`src/rtl/mips_pkg.sv`:
```
// Shared MIPS decode constants, instruction field positions and the ID/EX stage-state encoding.
package mips_pkg;

   localparam logic [5:0] OP_RTYPE = 6'b000000;
   localparam logic [5:0] OP_LW    = 6'b100011;
   localparam logic [5:0] OP_SW    = 6'b101011;
   localparam logic [5:0] OP_BEQ   = 6'b000100;
   localparam logic [5:0] OP_BNE   = 6'b000101;

   localparam int OP_MSB = 31;
   localparam int OP_LSB = 26;
   localparam int RS_MSB = 25;
   localparam int RS_LSB = 21;
   localparam int RT_MSB = 20;
   localparam int RT_LSB = 16;

   typedef enum logic [1:0] {
      EMPTY  = 2'd0,
      FULL   = 2'd1,
      BUBBLE = 2'd2
   } stage_state_e;

   // rt is a source operand only for R-type, branches and stores; I-type ALU ops and loads write it.
   function automatic logic uses_rt(input logic [5:0] opcode);
      return (opcode == OP_RTYPE) || (opcode == OP_BEQ) ||
             (opcode == OP_BNE)   || (opcode == OP_SW);
   endfunction

endpackage

```
`src/rtl/id_ex_stage_fwd_mux.sv`:
```
// Operand forwarding select: EX (non-load) over MEM over WB over register file; $0 is never forwarded.
module fwd_mux #(
   parameter int DW = 32,
   parameter int AW = 5
) (
   input  logic [AW-1:0] i_addr,
   input  logic [DW-1:0] i_rf_data,
   input  logic          i_ex_wr_en,
   input  logic          i_ex_is_load,
   input  logic [AW-1:0] i_ex_wr_addr,
   input  logic [DW-1:0] i_ex_wr_data,
   input  logic          i_mem_wr_en,
   input  logic [AW-1:0] i_mem_wr_addr,
   input  logic [DW-1:0] i_mem_wr_data,
   input  logic          i_wb_wr_en,
   input  logic [AW-1:0] i_wb_wr_addr,
   input  logic [DW-1:0] i_wb_wr_data,
   output logic [DW-1:0] o_data
);

   always_comb begin
      // NOTE: default assignment first so every path drives o_data and no latch is inferred.
      o_data = i_rf_data;
      if (i_addr != '0) begin
         if (i_ex_wr_en && !i_ex_is_load && (i_ex_wr_addr == i_addr))
            o_data = i_ex_wr_data;
         else if (i_mem_wr_en && (i_mem_wr_addr == i_addr))
            o_data = i_mem_wr_data;
         else if (i_wb_wr_en && (i_wb_wr_addr == i_addr))
            o_data = i_wb_wr_data;
      end
   end

endmodule

```
`src/rtl/id_ex_stage.sv`:
```
// ID/EX pipeline register with capture-time forwarding, load-use bubble, valid/ready and flush.
// Optional performance counters are enabled by defining ID_EX_PERF_CNT_EN.
module id_ex_stage
   import mips_pkg::*;
#(
   parameter int DW = 32,
   parameter int AW = 5
) (
   input  logic          clk,
   input  logic          rst,
   input  logic          in_valid,
   output logic          in_ready,
   input  logic [DW-1:0] in_instr,
   input  logic [DW-1:0] in_pc,
   input  logic [DW-1:0] in_rs_data,
   input  logic [DW-1:0] in_rt_data,
   input  logic          ex_wr_en,
   input  logic [AW-1:0] ex_wr_addr,
   input  logic [DW-1:0] ex_wr_data,
   input  logic          ex_is_load,
   input  logic          mem_wr_en,
   input  logic [AW-1:0] mem_wr_addr,
   input  logic [DW-1:0] mem_wr_data,
   input  logic          wb_wr_en,
   input  logic [AW-1:0] wb_wr_addr,
   input  logic [DW-1:0] wb_wr_data,
   input  logic          flush,
   output logic          out_valid,
   input  logic          out_ready,
   output logic [DW-1:0] out_instr,
   output logic [DW-1:0] out_regA,
   output logic [DW-1:0] out_regB,
   output logic [DW-1:0] out_pc
`ifdef ID_EX_PERF_CNT_EN
   ,
   output logic [31:0]   perf_stall_cnt,
   output logic [31:0]   perf_bubble_cnt
`endif
);

   stage_state_e  r_state;
   logic [DW-1:0] r_instr;
   logic [DW-1:0] r_pc;
   logic [DW-1:0] r_reg_a;
   logic [DW-1:0] r_reg_b;

   logic [AW-1:0] w_rs;
   logic [AW-1:0] w_rt;
   logic          w_uses_rt;
   logic          w_hazard;
   logic          w_down_free;
   logic          w_capture;
   logic [DW-1:0] w_fwd_a;
   logic [DW-1:0] w_fwd_b;

   assign w_rs      = in_instr[RS_MSB:RS_LSB];
   assign w_rt      = in_instr[RT_MSB:RT_LSB];
   assign w_uses_rt = uses_rt(in_instr[OP_MSB:OP_LSB]);

   assign w_hazard = in_valid && ex_wr_en && ex_is_load && (ex_wr_addr != '0) &&
                     ((ex_wr_addr == w_rs) || (w_uses_rt && (ex_wr_addr == w_rt)));

   assign out_valid   = (r_state == FULL);
   assign w_down_free = !out_valid || out_ready;
   assign in_ready    = flush || (!w_hazard && w_down_free);
   assign w_capture   = in_valid && in_ready && !flush;

   assign out_instr = r_instr;
   assign out_pc    = r_pc;
   assign out_regA  = r_reg_a;
   assign out_regB  = r_reg_b;

   fwd_mux #(.DW(DW), .AW(AW)) u_fwd_a (
      .i_addr(w_rs), .i_rf_data(in_rs_data),
      .i_ex_wr_en(ex_wr_en), .i_ex_is_load(ex_is_load),
      .i_ex_wr_addr(ex_wr_addr), .i_ex_wr_data(ex_wr_data),
      .i_mem_wr_en(mem_wr_en), .i_mem_wr_addr(mem_wr_addr), .i_mem_wr_data(mem_wr_data),
      .i_wb_wr_en(wb_wr_en), .i_wb_wr_addr(wb_wr_addr), .i_wb_wr_data(wb_wr_data),
      .o_data(w_fwd_a)
   );

   fwd_mux #(.DW(DW), .AW(AW)) u_fwd_b (
      .i_addr(w_rt), .i_rf_data(in_rt_data),
      .i_ex_wr_en(ex_wr_en), .i_ex_is_load(ex_is_load),
      .i_ex_wr_addr(ex_wr_addr), .i_ex_wr_data(ex_wr_data),
      .i_mem_wr_en(mem_wr_en), .i_mem_wr_addr(mem_wr_addr), .i_mem_wr_data(mem_wr_data),
      .i_wb_wr_en(wb_wr_en), .i_wb_wr_addr(wb_wr_addr), .i_wb_wr_data(wb_wr_data),
      .o_data(w_fwd_b)
   );

   // NOTE: sequential state uses non-blocking assignments so all registers update from pre-edge values.
   always_ff @(posedge clk) begin
      if (rst) begin
         // NOTE: payload registers are reset too because the outputs must read zero after reset.
         r_state <= EMPTY;
         r_instr <= '0;
         r_pc    <= '0;
         r_reg_a <= '0;
         r_reg_b <= '0;
      end else if (flush) begin
         r_state <= EMPTY;
      end else if (w_hazard && w_down_free) begin
         r_state <= BUBBLE;
      end else if (w_capture) begin
         r_state <= FULL;
         r_instr <= in_instr;
         r_pc    <= in_pc;
         r_reg_a <= w_fwd_a;
         r_reg_b <= w_fwd_b;
      end else if (w_down_free) begin
         // Entry consumed with nothing new, or a bubble/empty slot with no incoming instruction.
         r_state <= EMPTY;
      end
   end

`ifdef ID_EX_PERF_CNT_EN
   logic [31:0] r_stall_cnt;
   logic [31:0] r_bubble_cnt;

   always_ff @(posedge clk) begin
      if (rst) begin
         r_stall_cnt  <= '0;
         r_bubble_cnt <= '0;
      end else begin
         if (out_valid && !out_ready)
            r_stall_cnt <= r_stall_cnt + 32'd1;
         if (!flush && w_hazard && w_down_free)
            r_bubble_cnt <= r_bubble_cnt + 32'd1;
      end
   end

   assign perf_stall_cnt  = r_stall_cnt;
   assign perf_bubble_cnt = r_bubble_cnt;
`endif

endmodule

```
`config.mk`:
```
export PLATFORM = sky130hd
export DESIGN_NAME = id_ex_stage
export DESIGN_NICKNAME = d
export VERILOG_FILES = /design/src/rtl/mips_pkg.sv /design/src/rtl/id_ex_stage_fwd_mux.sv /design/src/rtl/id_ex_stage.sv
export SDC_FILE = /design/constraint.sdc
export NUM_CORES = 1
export LEC_CHECK = 0
export BUFFER_PORTS_ARGS = -buffer_cell sky130_fd_sc_hd__buf_2
export CAP_MARGIN = 20
export CORE_AREA = 2 2 146 148
export DETAILED_ROUTE_END_ITERATION = 12
export DIE_AREA = 0 0 148 150
export GPL_TIMING_DRIVEN = 0
export PLACE_DENSITY = 0.78
export SETUP_SLACK_MARGIN = 0.02
export SLEW_MARGIN = 20
export SYNTH_ARGS = -nofsm -noshare
export SYNTH_HDL_FRONTEND = slang
export SYNTH_HIERARCHICAL = 1
export SYNTH_SLANG_ARGS = --single-unit
```
`constraint.sdc`:
```
create_clock -name clk -period 3.5 [get_ports clk]
set_clock_uncertainty 0.1 [all_clocks]
set_input_delay 0.525 -clock clk [delete_from_list [all_inputs] [get_ports clk]]
set_output_delay 0.525 -clock clk [all_outputs]
set_load 0.05 [all_outputs]
```
==> results.md <==
* Distinct cell type count after synthesis at 35
* #FFs+latches synth at 130
* FF-to-FF End: out_regA[21]
* Clock sinks at 130
* Number of max-cap violations at 0
* Async SR Flop Fraction at 0%
* Power Density at 374 nW/µm²
* Critical path class: in -> out
* Synth top cells by count: 257 x nand2b_1, 130 x dfxtp_1, 128 x mux2i_1
* Top cell type's share of synthesized area at 26.7%
* Initial antenna violation count at 10
* GPL Wtd Cong at 0.955
* Post-synthesis cell count at 1091
* Non-Filler Instances at 1778
* Final period utilization at 77.8%
* Clk slew on worst S/H paths at 0.06 ns
* DIE HEIGHT at 150 µm
* Outcome: complete, no violations
* Vias at 10400
* Starting DRT DRC Count at 835
* Crit start category: input port
* # fillers at 1880
* Largest area contributor in the netlist: dfxtp_1
* Share of cells above drive strength 1 at 36.6%
* Post-synth EDFFs at 0
* Worst-Skew Late Latency at 0.42 ns
* Hold-fix buffers, CTS at 0
* FF-to-FF path depth at 8
* Reg2reg setup slack at 1.74 ns
* Sequential area share after synthesis at 26.7%
* Vias in the first global route at 10300
* Hold WC Path Type: in -> reg
* Final slew viol count at 0
* Cell Area, Synth at 9760 µm²
* IO Count at 378
* Initial Utilization at 47.2%
* Clock Tree Buf Depth at 2
* Placed insts at 1742
* Htree depth at 4
* CTS tree: built
* Pin count of the biggest net entering global routing at 17
* DR pass1 iterations at 5
* Multi-input logic area at 6440 µm²
* CP required at 2.87 ns
* Top area cells in the synthesized netlist: dfxtp_1 27%, nand2b_1 16%, mux2i_1 13%
* Clk root buf: clkbuf_16
* # DRC at 0
* Detail Placement HPWL at 28.4 mm
* Yosys warns at 6
* Cts repair resizes at 0
* Endpoints failing hold at 0
* Num CTS Buffers at 17
* Routed vias/inst at 5.85
* Leakage at 5.63 nW
* Final ANT Viol Nets at 0
* Hold path cells at 2
* First-pass GRT wire length at 57.1 mm
* Syn_nets at 1339
* Worst VDD drop at 0.270 mV
* CP Capture Type: primary output
* Most common cell in the netlist: nand2b_1
* Critical R2R Launch: r_state[0]
* Hold EP: r_state[0]
* Area of the core at 20700 µm²
* Remaining global-route overflow at 0
* # setup viols final at 0
* Fmax at 0.367 GHz
* CP max FO at 5
* Die width at 148 µm
* Routed len/inst at 21.5 µm
* Register area at 2600 µm²
* Post-CTS Setup Bufs at 0
* GR Util All Layers at 33.2%
* Hold Path Origin: flush
* CP Data Arrival Time at 2.10 ns
* Post-Route WL at 38.3 mm
* Synthesized area per cell at 8.94 µm²
* Fin crit period at 2.72 ns
* Nets at 1734
* Rows at 53
* Area Overhead vs Synth at 28.9%
* Port bufs at 376
* Worst Tran Pin Value at 0.953 ns
* Die area at 22200 µm²
* Worst slew margin at 35.9%
* Unrepaired setup endpoints after global routing: no
* Final setup TNS at 0 ns
* Top FF cell, synth: dfxtp_1
## stage by stage
| stage | total power (W) | utilization (%) | area [µm²] | hold slack, ns | worst slack, ns |
|---|---|---|---|---|---|
| 6_report | 0.00470 | 60.8 | 12600 | 0.197 | 0.777 |
| 5_1_grt | 0.00485 | 60.8 | 12600 | 0.204 | 0.699 |
| 4_1_cts | 0.00469 | 60.8 | 12600 | 0.184 | 0.785 |
| 3_5_place_dp | 0.00288 | 57.9 | 12000 | 0.357 | 0.599 |
| 3_3_place_gp | 0.00287 | 57.9 | 12000 | 0.355 | 0.612 |
| 2_1_floorplan | 0.00244 | - | 9760 | 0.504 | 0.738 |
## final cells by class
type                            instances  share of cell area, %
Clock inverter                         14                   1.24
Clock buffer                           18                   3.41
Tap cell                              275                   2.74
Antenna cell                            4                 0.0796
Timing Repair Buffer                  376                   15.0
Multi-Input combinational cell        856                   51.2
Buffer                                105                   5.69
Sequential cell                       130                   20.7
## sequential cells by signal, indices dropped and copies added (netlist names)
name / flops
out_regB: 32
out_regA: 32
out_instr: 32
out_pc: 32
r_state: 2
## how the worst max path moves through the flow
stage / from / to / slack (ns)
6_report: ex_wr_addr[0] / in_ready / 0.78
5_1_grt: ex_wr_addr[0] / in_ready / 0.70
4_1_cts: ex_wr_addr[0] / in_ready / 0.79
3_5_place_dp: in_instr[16] / out_regB[22] / 0.60
3_3_place_gp: in_instr[22] / out_regA[14] / 0.61
2_1_floorplan: ex_wr_addr[0] / in_ready / 0.74
## worst max-delay path, stage by stage
cell	delay [ns]
buf_2	0.15
or4_1	0.52
o21ai_1	0.17
or4_1	0.22
nand2_1	0.07
o21bai_1	0.15
buf_2	0.29
## cell usage in the layout (no fill, tap or decap), types with 3 or more instances in the layout
master,n
a21boi_0,54
o31ai_2,40
nand4_1,6
nand2b_1,257
nor2_1,69
clkbuf_16,17
diode_2,4
a211oi_2,40
xnor2_1,32
mux2i_1,128
buf_6,16
buf_12,10
nor3_1,3
a31oi_1,65
and3_1,75
nor2b_1,3
nand2_1,7
o31ai_1,24
clkinvlp_4,3
clkbuf_1,57
and4_4,3
clkinv_4,4
dfxtp_1,130
or4_1,3
xor2_1,8
a211oi_1,24
buf_2,396
## logic make-up (layout without fill, tap and decap cells)
logic type | count (synthesis) | count (layout) | synth area share [%]
AOI/OAI and AO/OA | 251 | 251 | 22.6
xor gates and xnor gates | 40 | 40 | 3.59
buffers and inverters | 105 | 513 | 7.33
DFF | 130 | 130 | 26.7
muxes | 128 | 128 | 13.1
other | 0 | 4 | 0
and+or+nand+nor | 437 | 437 | 26.7
## where the power goes
group          switching (W)  total (W)  internal [W]
clock               0.000772    0.00183       0.00106
sequential         0.0000434    0.00161       0.00156
combinational       0.000796    0.00126      0.000468
## routing by layer
layer	GRT usage, %	part of all wire (%)	routed length (µm)
met1	38.5	38	14700
met2	56.5	47	17900
met3	8.78	10	3930
met4	16.5	4.5	1730
met5	0	0.21	79
Note: power is estimated with default switching activity, not from simulation.
